[config.mk]
export PLATFORM = sky130hd
export DESIGN_NAME = mux4_arbiter
export DESIGN_NICKNAME = d
export VERILOG_FILES = /design/src/rtl/mux4_arbiter_pkg.sv /design/src/rtl/mux4_arbiter_rr_pick4.sv /design/src/rtl/mux4_arbiter.sv
export SDC_FILE = /design/constraint.sdc
export NUM_CORES = 1
export LEC_CHECK = 0
export ABC_AREA = 1
export BUFFER_PORTS_ARGS = -buffer_cell sky130_fd_sc_hd__buf_4
export CAP_MARGIN = 30
export CORE_MARGIN = 2
export CORE_UTILIZATION = 50
export DETAILED_ROUTE_END_ITERATION = 12
export PLACE_DENSITY = 0.76
export SYNTH_ARGS = -nofsm -noshare
export SYNTH_HDL_FRONTEND = slang
export SYNTH_SLANG_ARGS = --single-unit
[constraint.sdc]
create_clock -name clk -period 1.93 [get_ports clk]
set_input_delay 0.0965 -clock clk [delete_from_list [all_inputs] [get_ports clk]]
set_output_delay 0.0965 -clock clk [all_outputs]
set_load 0.1 [all_outputs]
[src/rtl/mux4_arbiter_pkg.sv]
// Shared definitions for the round-robin mux4 arbiter: requester count,
// index width, burst counter width and the arbiter state encoding.
package mux4_arb_pkg;

    localparam int NUM_REQ = 4;
    localparam int IDX_W   = 2;
    localparam int BURST_W = 8;

    typedef enum logic [0:0] {
        ARB_IDLE = 1'b0,
        ARB_BUSY = 1'b1
    } arb_state_t;

endpackage : mux4_arb_pkg

[src/rtl/mux4_arbiter_rr_pick4.sv]
// Combinational round-robin picker: searches ptr+1, ptr+2, ptr+3, ptr (mod 4)
// over the request vector, optionally masking one index out of the search.
module rr_pick4
    import mux4_arb_pkg::*;
(
    input  logic [NUM_REQ-1:0] req,
    input  logic [IDX_W-1:0]   ptr,
    input  logic               excl_en,
    input  logic [IDX_W-1:0]   excl_idx,
    output logic               found,
    output logic [IDX_W-1:0]   idx
);

    logic [NUM_REQ-1:0] cand;
    logic [IDX_W-1:0]   pos;

    // Mask the excluded index, then take the first set candidate after ptr.
    always_comb begin
        cand = req;
        if (excl_en) begin
            cand[excl_idx] = 1'b0;
        end
        found = 1'b0;
        idx   = ptr;
        pos   = ptr;
        for (int i = 1; i <= NUM_REQ; i++) begin
            pos = ptr + IDX_W'(i);
            if (!found && cand[pos]) begin
                found = 1'b1;
                idx   = pos;
            end
        end
    end

endmodule : rr_pick4

[src/rtl/mux4_arbiter.sv]
// Round-robin arbiter owning the select line of the shared mux4_1.
// Optional burst limiting is enabled with `define MUX4_ARB_BURST_LIMIT_EN:
// an owner that has held the grant for MAX_BURST cycles is preempted when
// another requester is waiting.
//
// Output handshake: gnt is one-hot and registered; gnt_valid is high exactly
// when gnt is non-zero, and then gnt == (1 << sel). sel equals the current
// (or most recent) owner and never changes while nobody owns the mux.
module mux4_arbiter
    import mux4_arb_pkg::*;
#(
    parameter int MAX_BURST = 8
) (
    input  logic               clk,
    input  logic               rst,
    input  logic [NUM_REQ-1:0] req,
    output logic [NUM_REQ-1:0] gnt,
    output logic               gnt_valid,
    output logic [IDX_W-1:0]   sel,
    output arb_state_t         dbg_state
);

    if (MAX_BURST < 2 || MAX_BURST > 255) begin : g_max_burst_range
        $error("mux4_arbiter: MAX_BURST must be in 2..255");
    end

    arb_state_t             state_q, state_d;
    logic [IDX_W-1:0]       owner_q, owner_d;
    logic [IDX_W-1:0]       ptr_q, ptr_d;
    logic [NUM_REQ-1:0]     gnt_q, gnt_d;
    logic                   gv_q, gv_d;
    logic                   preempt;
    logic                   pick_found;
    logic [IDX_W-1:0]       pick_idx;

`ifdef MUX4_ARB_BURST_LIMIT_EN
    localparam logic [BURST_W-1:0] BURST_LAST = BURST_W'(MAX_BURST - 1);
    logic [BURST_W-1:0]     cnt_q, cnt_d;
    logic [NUM_REQ-1:0]     owner_mask;

    // Preempt when the burst budget is spent and someone else is waiting.
    always_comb begin
        owner_mask          = '0;
        owner_mask[owner_q] = 1'b1;
        preempt = (state_q == ARB_BUSY) && req[owner_q] &&
                  (cnt_q == BURST_LAST) && |(req & ~owner_mask);
    end
`else
    assign preempt = 1'b0;
`endif

    // The owner is only excluded from the search when it is being preempted;
    // on a release its own req is already low.
    rr_pick4 u_pick (
        .req      (req),
        .ptr      (ptr_q),
        .excl_en  (preempt),
        .excl_idx (owner_q),
        .found    (pick_found),
        .idx      (pick_idx)
    );

    // Next-state and next-output logic; everything holds unless changed.
    always_comb begin
        state_d = state_q;
        owner_d = owner_q;
        ptr_d   = ptr_q;
        gnt_d   = gnt_q;
        gv_d    = gv_q;
`ifdef MUX4_ARB_BURST_LIMIT_EN
        cnt_d   = cnt_q;
`endif
        case (state_q)
            ARB_IDLE: begin
                if (pick_found) begin
                    state_d         = ARB_BUSY;
                    owner_d         = pick_idx;
                    ptr_d           = pick_idx;
                    gnt_d           = '0;
                    gnt_d[pick_idx] = 1'b1;
                    gv_d            = 1'b1;
`ifdef MUX4_ARB_BURST_LIMIT_EN
                    cnt_d           = '0;
`endif
                end
            end
            ARB_BUSY: begin
                if (req[owner_q] && !preempt) begin
`ifdef MUX4_ARB_BURST_LIMIT_EN
                    if (cnt_q != '1) begin
                        cnt_d = cnt_q + 1'b1;
                    end
`endif
                end else if (pick_found) begin
                    owner_d         = pick_idx;
                    ptr_d           = pick_idx;
                    gnt_d           = '0;
                    gnt_d[pick_idx] = 1'b1;
                    gv_d            = 1'b1;
`ifdef MUX4_ARB_BURST_LIMIT_EN
                    cnt_d           = '0;
`endif
                end else begin
                    state_d = ARB_IDLE;
                    gnt_d   = '0;
                    gv_d    = 1'b0;
                end
            end
            default: begin
                state_d = ARB_IDLE;
                gnt_d   = '0;
                gv_d    = 1'b0;
            end
        endcase
    end

    // State and output registers; ptr resets to 3 so index 0 wins first.
    always_ff @(posedge clk) begin
        if (rst) begin
            state_q <= ARB_IDLE;
            owner_q <= '0;
            ptr_q   <= IDX_W'(NUM_REQ - 1);
            gnt_q   <= '0;
            gv_q    <= 1'b0;
`ifdef MUX4_ARB_BURST_LIMIT_EN
            cnt_q   <= '0;
`endif
        end else begin
            state_q <= state_d;
            owner_q <= owner_d;
            ptr_q   <= ptr_d;
            gnt_q   <= gnt_d;
            gv_q    <= gv_d;
`ifdef MUX4_ARB_BURST_LIMIT_EN
            cnt_q   <= cnt_d;
`endif
        end
    end

    assign gnt       = gnt_q;
    assign gnt_valid = gv_q;
    assign sel       = owner_q;
    assign dbg_state = state_q;

endmodule : mux4_arbiter

==> results.md <==
- DRT Wirelength: approximately 1500 um
- Area Growth Syn to Fin: 17.52%
- Slew Viols, Final: 0
- Initial antenna violation count: 0
- Clock transition at path regs: about 0.07 ns
- Vias per cell: between 5 and 6
- Max Buffers Root-to-Sink: 2
- Maximum clock frequency: ~570 MHz
- Final nets: 126
- Initial Util: 0.5207
- Pin count of the biggest net entering global routing: 10
- Ys Warns: 0
- Worst min-delay path category: input pin to flip-flop
- Via count: a little under 700
- Drt pass-1 iters: 4
- Row count: 14
- Crit end category: flip-flop
- Crit start category: flip-flop
- Die area: 1841 um^2
- Share of cells above drive strength 1: 0.4370
- Hold Fails Final Rpt: 0
- Mapped Area: 757.0 um^2
- Arrival time at the worst endpoint: ~1.9 ns
- Core area: 1454 um^2
- Port Buffers: 13
- Avg Cell Area, Syn: 7.209 um^2
- DP Worst Slack: 0.1809 ns
- Relative slew slack: 0.7247
- Yosys cell types: 23
- CTS tree: done
- Tmin final: 1.747 ns
- Slowest CP cell: dfxtp_1
- Number of global-route vias before repair: 674
- Fin worst setup slack: 0.1832 ns
- First-pass GRT wire length: 2732 um
- Final Cycle Share: 0.9051
- DR WL/cell: approximately 11 um
- Number of H-tree levels: 1
- Clock Root Buffer: clkbuf_4
- Max Cap Viol: 0
- Critical path fanouts, max: 9
- Outcome: complete, no violations
- Sequential element share of the synthesized area: 0.2645
- Overflow left after global routing: 0
- Total CTS buffers: 3
- RSZ-0062 raised after global routing: no
- Post-DP HPWL: ~1200 um
- Routed Antenna Nets: 0
- Die H: 42.91 um
- Drt drc: 0
- Setup Buffers After CTS: 0
- Worst path cell trace: inv_8, nand2_4, nand2_4, nand2_2, nand2_4, nor2_4, nand3b_4, nand2_4, inv_2, nand2_4, nor2_2, nor2_1, nor2_1
- Ports: 14
- Die X: approximately 43 um
- CTS sink count: 10
- Iter 0 DRT Violations: 16
- Finished Core Util: 0.6119
- CTS resizes: 0
- Clock Skews: 0.001930 ns
- Final setup vio count: 0
- Fin Setup TNS: 0 ns
- # diodes: 0
- Synthesized flop and latch total: 10
- Required @ worst endpoint: 2.10 ns
- Hold_ws: 0.04857 ns
- Clk Latency, worst-skew pair: 0.27 ns
- Post-Syn Nets: around 110
- GRT Util Overall: 0.1961
- Post-synthesis cell count: 105
- CP Class: flip-flop to flip-flop
- Hold Buf Count CTS: 0
- Final Wtd Congestion: 0.8458
- Crit path largest cell delay: roughly 0.57 ns
- Most frequent CP cell: nand2_4
- Worst-Margin Slew: ~0.41 ns
[worst max-delay path: cells and delay by family, from the launching register on]
kind	cells	cell delay (ns)
AND/OR/NAND/NOR	11	0.88
buffers and inverters	2	0.18
flip-flops	1	0.57
[placed cells by master (no fill, tap or decap), drive strengths merged]
cell	synthesis	routed
nand2	47	47
buf	3	13
inv	11	11
nand3	10	10
dfxtp	10	10
a21oi	9	9
nor2	6	6
clkbuf	0	4
o211ai	3	3
o21ai	3	3
nand3b	1	1
nand4	1	1
clkinv	1	1
[worst paths after layout]
| check | startpoint | end | slack (ns) | cells past startpoint |
|---|---|---|---|---|
| worst max-delay path | ptr_q[0] | gnt[3] | 0.18 | 13 |
| worst min-delay path | rst | gnt[0] | 0.05 | 2 |
| worst max register to register | ptr_q[0] | gnt[3] | 0.18 | 13 |
| worst min register to register | gnt[1] | gnt[1] | 0.46 | 2 |
[cell type report]
class                           instances  area (um^2)
Multi-Input combinational cell         80        478.0
Timing Repair Buffer                   13        97.59
Tap cell                               16        20.02
Fill cell                             129        564.3
Clock buffer                            4        36.28
Inverter                               12        56.30
Sequential cell                        10        201.4
[synthesized netlist by cell type]
cell type	instances	area share
nor2_2	2	0.017
nor2_4	1	0.015
inv_1	7	0.035
nand4_1	1	0.0083
buf_4	1	0.0099
dfxtp_1	10	0.26
a21oi_2	3	0.035
nand2_4	8	0.12
clkinv_2	1	0.0066
buf_6	1	0.015
inv_2	2	0.0099
o21ai_2	1	0.012
nand3b_4	1	0.026
inv_4	1	0.0083
buf_1	1	0.0050
nand3_1	10	0.066
o211ai_1	3	0.030
a21oi_1	6	0.040
nand2_2	13	0.11
nor2_1	3	0.015
o21ai_0	2	0.013
nand2_1	26	0.13
inv_8	1	0.015
[kinds of logic (layout without fill, tap and decap cells)]
| family | after synthesis | in the layout | share of synthesized area |
|---|---|---|---|
| DFF | 10 | 10 | 0.2645 |
| and+or+nand+nor | 65 | 65 | 0.5025 |
| AOI/OAI and AO/OA | 15 | 15 | 0.1289 |
| buffers and inverters | 15 | 29 | 0.1041 |
[metrics by stage]
step	area, um^2	cells
floorplan	758.2	105
global placement	853.3	131
detailed placement	853.3	131
CTS	889.6	135
global route	889.6	135
finish	889.6	135
[state kept, by name, indices dropped and copies added, names as in the netlist]
register	cells
gnt	4
ptr_q	2
sel	2
dbg_state	1
gnt_valid	1
[layer usage]
layer / part of all wire / track usage
met3: 0.025 / 0.02553
met5: 0 / 0
met2: 0.47 / 0.3242
met4: 0.021 / 0.1125
met1: 0.48 / 0.2408
Power is left out: the tool's default activity adds up to more than one toggle a clock period on the data nets, which glitch-free logic cannot reach.
